<file path="src/rtl/stopwatch_bcd_core_if.sv">
// stopwatch_bcd_core_if
// Groups the run-control inputs and the BCD display outputs of the
// stopwatch core. The slave modport is taken by the core. The master
// modport is taken by whatever drives the core and reads its digits.
// Optional macro STOPWATCH_LAP_EN adds the lap input.

interface stopwatch_bcd_core_if;
    logic       tick;
    logic       start_stop;
    logic       clr;
`ifdef STOPWATCH_LAP_EN
    logic       lap;
`endif
    logic [3:0] hund;
    logic [3:0] tenth;
    logic [3:0] sec_one;
    logic [3:0] sec_ten;
    logic       running;
    logic       wrap;

    modport slave (
`ifdef STOPWATCH_LAP_EN
        input  lap,
`endif
        input  tick,
        input  start_stop,
        input  clr,
        output hund,
        output tenth,
        output sec_one,
        output sec_ten,
        output running,
        output wrap
    );

    modport master (
`ifdef STOPWATCH_LAP_EN
        output lap,
`endif
        output tick,
        output start_stop,
        output clr,
        input  hund,
        input  tenth,
        input  sec_one,
        input  sec_ten,
        input  running,
        input  wrap
    );
endinterface

</file>
<file path="src/rtl/stopwatch_bcd_core.sv">
// stopwatch_bcd_core
// Counts 1/100 s ticks into four BCD digits (SS.hh) under a small
// IDLE/RUN/STOP run-control FSM.
// - The start/stop button level is edge-detected, so holding it toggles
//   the FSM only once.
// - clr is a synchronous level. It zeroes the digits and returns the FSM
//   to IDLE, and it outranks both a tick and a button edge.
// - wrap pulses for one cycle when the count rolls over to 00.00.
// Optional macro STOPWATCH_LAP_EN adds a lap input and a display hold
// register. When the macro is undefined, the outputs are the live digits.

module stopwatch_bcd_core #(
    parameter int SEC_TENS_MAX = 5,
    parameter int TICK_GATE    = 1
) (
    input  logic                  clk,
    input  logic                  rst,
    stopwatch_bcd_core_if.slave   bus
);

    typedef enum logic [1:0] {
        ST_IDLE = 2'd0,
        ST_RUN  = 2'd1,
        ST_STOP = 2'd2
    } state_e;

    localparam logic [3:0] DIG_MAX  = 4'd9;
    localparam logic [3:0] TENS_MAX = 4'(SEC_TENS_MAX);

    // Advances one BCD digit. Any value at or above the digit's maximum,
    // including an out-of-range value left by an upset, becomes 0.
    function automatic logic [3:0] bcd_step(input logic [3:0] d, input logic [3:0] max);
        logic [3:0] r;
        if (d >= max) begin
            r = 4'd0;
        end else begin
            r = d + 4'd1;
        end
        return r;
    endfunction

    state_e     state_q, state_d;
    logic       running_q, running_d;
    logic       ss_prev_q, ss_prev_d;
    logic [3:0] hund_q, hund_d;
    logic [3:0] tenth_q, tenth_d;
    logic [3:0] sec_one_q, sec_one_d;
    logic [3:0] sec_ten_q, sec_ten_d;
    logic       wrap_q, wrap_d;
    logic       ss_rise;
    logic       cnt_en;

    // Button rising edge and tick qualification.
    // Both use the state as it stands before this edge.
    always_comb begin
        ss_rise   = bus.start_stop & ~ss_prev_q;
        ss_prev_d = bus.start_stop;
        if (TICK_GATE != 0) begin
            cnt_en = bus.tick & (state_q == ST_RUN);
        end else begin
            cnt_en = bus.tick & (state_q != ST_IDLE);
        end
    end

    // Run-control next state.
    // clr has priority over a button edge in the same cycle.
    always_comb begin
        state_d = state_q;
        if (bus.clr) begin
            state_d = ST_IDLE;
        end else if (ss_rise) begin
            case (state_q)
                ST_IDLE: state_d = ST_RUN;
                ST_RUN:  state_d = ST_STOP;
                ST_STOP: state_d = ST_RUN;
                default: state_d = ST_IDLE;
            endcase
        end else begin
            state_d = state_q;
        end
        running_d = (state_d == ST_RUN);
    end

    // Ripple-enabled BCD digit chain.
    // Each digit advances only when every lower digit is at its maximum.
    always_comb begin
        hund_d    = hund_q;
        tenth_d   = tenth_q;
        sec_one_d = sec_one_q;
        sec_ten_d = sec_ten_q;
        wrap_d    = 1'b0;
        if (bus.clr) begin
            hund_d    = 4'd0;
            tenth_d   = 4'd0;
            sec_one_d = 4'd0;
            sec_ten_d = 4'd0;
        end else if (cnt_en) begin
            hund_d = bcd_step(hund_q, DIG_MAX);
            if (hund_q == DIG_MAX) begin
                tenth_d = bcd_step(tenth_q, DIG_MAX);
                if (tenth_q == DIG_MAX) begin
                    sec_one_d = bcd_step(sec_one_q, DIG_MAX);
                    if (sec_one_q == DIG_MAX) begin
                        sec_ten_d = bcd_step(sec_ten_q, TENS_MAX);
                        if (sec_ten_q == TENS_MAX) begin
                            wrap_d = 1'b1;
                        end else begin
                            wrap_d = 1'b0;
                        end
                    end else begin
                        sec_ten_d = sec_ten_q;
                    end
                end else begin
                    sec_one_d = sec_one_q;
                end
            end else begin
                tenth_d = tenth_q;
            end
        end else begin
            hund_d = hund_q;
        end
    end

    // State, edge-detect and counter registers with synchronous reset.
    always_ff @(posedge clk) begin
        if (rst) begin
            state_q   <= ST_IDLE;
            running_q <= 1'b0;
            ss_prev_q <= 1'b0;
            hund_q    <= 4'd0;
            tenth_q   <= 4'd0;
            sec_one_q <= 4'd0;
            sec_ten_q <= 4'd0;
            wrap_q    <= 1'b0;
        end else begin
            state_q   <= state_d;
            running_q <= running_d;
            ss_prev_q <= ss_prev_d;
            hund_q    <= hund_d;
            tenth_q   <= tenth_d;
            sec_one_q <= sec_one_d;
            sec_ten_q <= sec_ten_d;
            wrap_q    <= wrap_d;
        end
    end

`ifdef STOPWATCH_LAP_EN
    logic       lap_prev_q, lap_prev_d;
    logic       lap_hold_q, lap_hold_d;
    logic [3:0] disp_hund_q, disp_hund_d;
    logic [3:0] disp_tenth_q, disp_tenth_d;
    logic [3:0] disp_sec_one_q, disp_sec_one_d;
    logic [3:0] disp_sec_ten_q, disp_sec_ten_d;
    logic       lap_rise;

    // Lap hold control.
    // A lap edge in RUN freezes the current digits.
    // A second lap edge, a button edge or clr releases the hold.
    always_comb begin
        lap_rise       = bus.lap & ~lap_prev_q;
        lap_prev_d     = bus.lap;
        lap_hold_d     = lap_hold_q;
        disp_hund_d    = disp_hund_q;
        disp_tenth_d   = disp_tenth_q;
        disp_sec_one_d = disp_sec_one_q;
        disp_sec_ten_d = disp_sec_ten_q;
        if (bus.clr || ss_rise) begin
            lap_hold_d = 1'b0;
        end else if (lap_rise) begin
            if (lap_hold_q) begin
                lap_hold_d = 1'b0;
            end else if (state_q == ST_RUN) begin
                lap_hold_d     = 1'b1;
                disp_hund_d    = hund_q;
                disp_tenth_d   = tenth_q;
                disp_sec_one_d = sec_one_q;
                disp_sec_ten_d = sec_ten_q;
            end else begin
                lap_hold_d = lap_hold_q;
            end
        end else begin
            lap_hold_d = lap_hold_q;
        end
    end

    // Lap edge-detect, hold flag and display register.
    always_ff @(posedge clk) begin
        if (rst) begin
            lap_prev_q     <= 1'b0;
            lap_hold_q     <= 1'b0;
            disp_hund_q    <= 4'd0;
            disp_tenth_q   <= 4'd0;
            disp_sec_one_q <= 4'd0;
            disp_sec_ten_q <= 4'd0;
        end else begin
            lap_prev_q     <= lap_prev_d;
            lap_hold_q     <= lap_hold_d;
            disp_hund_q    <= disp_hund_d;
            disp_tenth_q   <= disp_tenth_d;
            disp_sec_one_q <= disp_sec_one_d;
            disp_sec_ten_q <= disp_sec_ten_d;
        end
    end

    assign bus.hund    = lap_hold_q ? disp_hund_q    : hund_q;
    assign bus.tenth   = lap_hold_q ? disp_tenth_q   : tenth_q;
    assign bus.sec_one = lap_hold_q ? disp_sec_one_q : sec_one_q;
    assign bus.sec_ten = lap_hold_q ? disp_sec_ten_q : sec_ten_q;
`else
    assign bus.hund    = hund_q;
    assign bus.tenth   = tenth_q;
    assign bus.sec_one = sec_one_q;
    assign bus.sec_ten = sec_ten_q;
`endif

    // wrap always follows the live counter, even while a lap is displayed.
    assign bus.running = running_q;
    assign bus.wrap    = wrap_q;

endmodule
</file>
<file path="src/flat_wrapper.sv">
// flat-port wrapper written by rule: the top's interface ports become plain ports
module stopwatch_bcd_core_flat 
#(
    parameter int SEC_TENS_MAX = 5,
    parameter int TICK_GATE    = 1
)
  (clk, rst, bus_tick, bus_start_stop, bus_clr, bus_hund, bus_tenth, bus_sec_one, bus_sec_ten, bus_running, bus_wrap);
  stopwatch_bcd_core_if bus_i ();
  input  logic clk;
  input  logic rst;
  input wire logic [$bits(bus_i.tick)-1:0] bus_tick;
  input wire logic [$bits(bus_i.start_stop)-1:0] bus_start_stop;
  input wire logic [$bits(bus_i.clr)-1:0] bus_clr;
  output wire logic [$bits(bus_i.hund)-1:0] bus_hund;
  output wire logic [$bits(bus_i.tenth)-1:0] bus_tenth;
  output wire logic [$bits(bus_i.sec_one)-1:0] bus_sec_one;
  output wire logic [$bits(bus_i.sec_ten)-1:0] bus_sec_ten;
  output wire logic [$bits(bus_i.running)-1:0] bus_running;
  output wire logic [$bits(bus_i.wrap)-1:0] bus_wrap;
  assign bus_i.tick = bus_tick;
  assign bus_i.start_stop = bus_start_stop;
  assign bus_i.clr = bus_clr;
  assign bus_hund = bus_i.hund;
  assign bus_tenth = bus_i.tenth;
  assign bus_sec_one = bus_i.sec_one;
  assign bus_sec_ten = bus_i.sec_ten;
  assign bus_running = bus_i.running;
  assign bus_wrap = bus_i.wrap;
  stopwatch_bcd_core #(.SEC_TENS_MAX(SEC_TENS_MAX), .TICK_GATE(TICK_GATE)) u_core (.clk(clk), .rst(rst), .bus(bus_i));
endmodule
</file>
<file path="config.mk">
export PLATFORM = sky130hd
export DESIGN_NAME = stopwatch_bcd_core_flat
export DESIGN_NICKNAME = d
export VERILOG_FILES = /design/src/rtl/stopwatch_bcd_core_if.sv /design/src/rtl/stopwatch_bcd_core.sv /design/src/flat_wrapper.sv
export SDC_FILE = /design/constraint.sdc
export NUM_CORES = 1
export LEC_CHECK = 0
export ABC_CLOCK_PERIOD_IN_PS = 1800
export BUFFER_PORTS_ARGS = -buffer_cell sky130_fd_sc_hd__buf_2
export CAP_MARGIN = 20
export CORE_ASPECT_RATIO = 0.7
export CORE_MARGIN = 2
export CORE_UTILIZATION = 47
export CTS_CLUSTER_SIZE = 40
export DETAILED_ROUTE_END_ITERATION = 10
export PLACE_DENSITY = 0.78
export SYNTH_ARGS = -nofsm -noshare
export SYNTH_HDL_FRONTEND = slang
export SYNTH_SLANG_ARGS = --single-unit
</file>
<file path="constraint.sdc">
create_clock -name clk -period 1.8 [get_ports clk]
set_input_delay 0.36 -clock clk [delete_from_list [all_inputs] [get_ports clk]]
set_output_delay 0.36 -clock clk [all_outputs]
set_load 0.005 [all_outputs]
</file>
==> impl_metrics.yaml <==
status:
  outcome: "finished, violations left"
  violations: "setup timing"
critical_path:
  crit_path_start_kind: "register"
  criticalPathCategory: "register to register"
  cpPeakStageDelay_ps: 520
  critPathArrivalTime_ps: 2060
  cp.required_ps: 2040
  path_cells: "inv_2, ha_4, nand3b_1, or4_4, or4b_1, a21oi_1"
  r2r_cells: 6
  end_kind: "register"
  cpMaxStageDelayCell: "or4_4"
  crit_fanout: 2
final_layout:
  area_growth_pct: 30.0
  seqCellArea_um2: 427
  layout-drive-gt1-share_pct: 36.0
  multi_input_area_um2: 661
  final_nets: 182
  fillers: 176
  n_antenna_cell: 0
  final_area_um2: 1430
sta:
  slew_viol_final: 0
  worst_hold_slack_ps: 222
  final.setup.worst_slack_ps: -16.1
  finalHoldViolations: 0
  max_freq_mhz: 551
  period_needed_ps: 1820
  timing.final.crit_share_pct: 101
  rsz0062_at_grt: "yes"
  relSlewSlack_pct: 70.0
  skew_ps: 2.33
  setup_viol: 1
  worstMarginPinSlew_ps: 446
synthesis:
  syn_inst: 123
  ys_seq_area_share_pct: 38.1
  synth_area_leaders: "dfxtp_1 38%, ha_1 14%, nor2_1 6.8%"
  syn-cell-area_um2: 1100
  synth_common_cells: "21 x dfxtp_1, 20 x nor2_1, 12 x ha_1, 11 x inv_1"
  syn_nets: 140
  yosys_most_used_dff: "dfxtp_1"
  synth_seq_cells: 21
  synth_edf_count: 0
  synth.distinct_cells: 34
  avgSynthCellArea_um2: 8.96
  yosysMostFrequentCell: "dfxtp_1"
  synth_top_area_share_pct: 38.1
  synthArstFlopShare_pct: 0
  synth_area_leader_cell: "dfxtp_1"
  synth_warnings: 0
detailed_routing:
  detail-route-antenna-nets: 0
  wire_per_inst_um: 11.4
  first_pass_iters: 4
  vias: 963
  wl_um: 2240
  dr.first_iter.drc_count: 23
  vias_per_cell: 4.91
  drc: 0
clock_tree:
  cts_tree: "yes"
  root_buffer: "clkbuf_4"
  cts_sinks: 21
  cts-htree-levels: 1
  clock_latency_ps: 300
  cts.clk_slew.worst_paths_ps: 110
  numCtsBuffers: 3
  clockBufferDepth: 2
  ctsHoldBuffers: 0
run:
  max_cap_violations: 0
place:
  placed_area_um2: 1390
  hpwl_um: 1760
  portBuffers: 22
  gp_congestion: 0.830
global_routing:
  grt_overflow: 0
  grt_max_degree: 12
  grt_util_all_layers_pct: 17.8
  grt_pass1_vias: 845
  grt_pass1_wl_um: 3540
  antenna_found_initial: 0
pwr:
  peakVddDrop_v: 0.000490
  p_per_area_nw_per_um2: 512
  power.total_w: 0.000733
  leakage_nw: 0.669
min_path:
  hold_depth: 2
  hold_path.class: "input port to register"
floorplanning:
  die_w_um: 61.9
  row_count: 14
  die_y_um: 44.5
  dieArea_um2: 2760
  start_util_pct: 50.3
  core_um2: 2190
  ios: 23
[worst max-delay path: cells and delay by family (launching register included)]
family,cells,cell delay [ps]
AO/OA/AOI/OAI,1,130
adder cells (fa/ha/maj),1,120
buffers and inverters,1,70
flip-flops,1,340
AND/OR/NAND/NOR,3,1090
[per-stage QoR]
stage | cells | utilization, % | TNS [ps] | setup slack [ps]
finish | 196 | 65.4 | -16.1 | -16.1
global route | 196 | 65.4 | -34.7 | -34.7
CTS | 194 | 64.6 | -9.67 | -9.67
detailed placement | 190 | 63.4 | 0 | 18.4
global placement | 190 | 63.4 | 0 | 61.6
floorplan | 123 | - | -20.2 | -20.2
[logic make-up (layout without fill, tap and decap cells)]
| group | Yosys count | after routing | synth area share, % |
|---|---|---|---|
| compound gates | 19 | 19 | 11.6 |
| simple gates | 49 | 49 | 24.5 |
| xor+xnor | 6 | 6 | 4.77 |
| flops | 21 | 21 | 38.1 |
| fa+ha+maj | 12 | 12 | 13.6 |
| mux | 3 | 3 | 2.95 |
| buf+inv | 13 | 54 | 4.43 |
[state kept, by name, summed over array words and instances (netlist names)]
signal	count
u_core.bus.running	1
u_core.state_q	2
u_core.ss_prev_q	1
u_core.bus.hund	4
u_core.bus.sec_one	4
u_core.bus.sec_ten	4
u_core.bus.wrap	1
u_core.bus.tenth	4
[timing repair]
action,CTS,global route
buffers inserted,0,2
gates cloned,0,0
resized for setup,0,1
endpoints found under the hold margin,0,0
setup endpoints to repair,1,1
[power by group]
group | switching (W) | internal [W] | total, W
clock network | 0.000140 | 0.0000865 | 0.000226
logic | 0.0000204 | 0.0000169 | 0.0000373
registers | 0.00000262 | 0.000467 | 0.000470
[routing by layer]
metal,up-vias,wire [um],track usage [%],part of all wire (%)
met5,-,0,0,0
met4,0,12,5.11,0.53
met3,2,99,6.43,4.4
met2,16,989,27.4,44
met1,442,1140,23.5,51
li1,503,-,-,-
[cell usage in the layout (no fill, tap or decap), types with 2 or more instances in the layout]
cell and n:
buf_2 22, ha_4 2, inv_1 9, nor2b_1 2, clkbuf_4 3, xnor2_1 4, ha_1 9, a21oi_1 8
buf_4 17, nand3_1 4, nand3b_1 3, nor2_1 20, o31ai_1 2, nand2_1 8, inv_2 2, mux2_2 2
a41oi_1 3, dfxtp_1 18, dfxtp_2 2, xor2_1 2
[cell type report]
cell class	instances	area share [%]
multi-input cells	89	46.1
flip-flops and latches	21	29.8
repair buffers	39	16.6
inverters	11	2.88
well taps	32	2.79
clock buffers	4	1.83
[path summary, 6_finish.rpt]
check | startpoint | to | slack (ps)
worst max-delay path | u_core.bus.tenth[1] | u_core.bus.sec_ten[2] | -20
worst min-delay path | rst | u_core.ss_prev_q | 220
worst max register to register | u_core.bus.tenth[1] | u_core.bus.sec_ten[2] | -20
worst min register to register | u_core.bus.sec_ten[3] | u_core.bus.sec_ten[3] | 530
(Power assumes the default switching activity.)
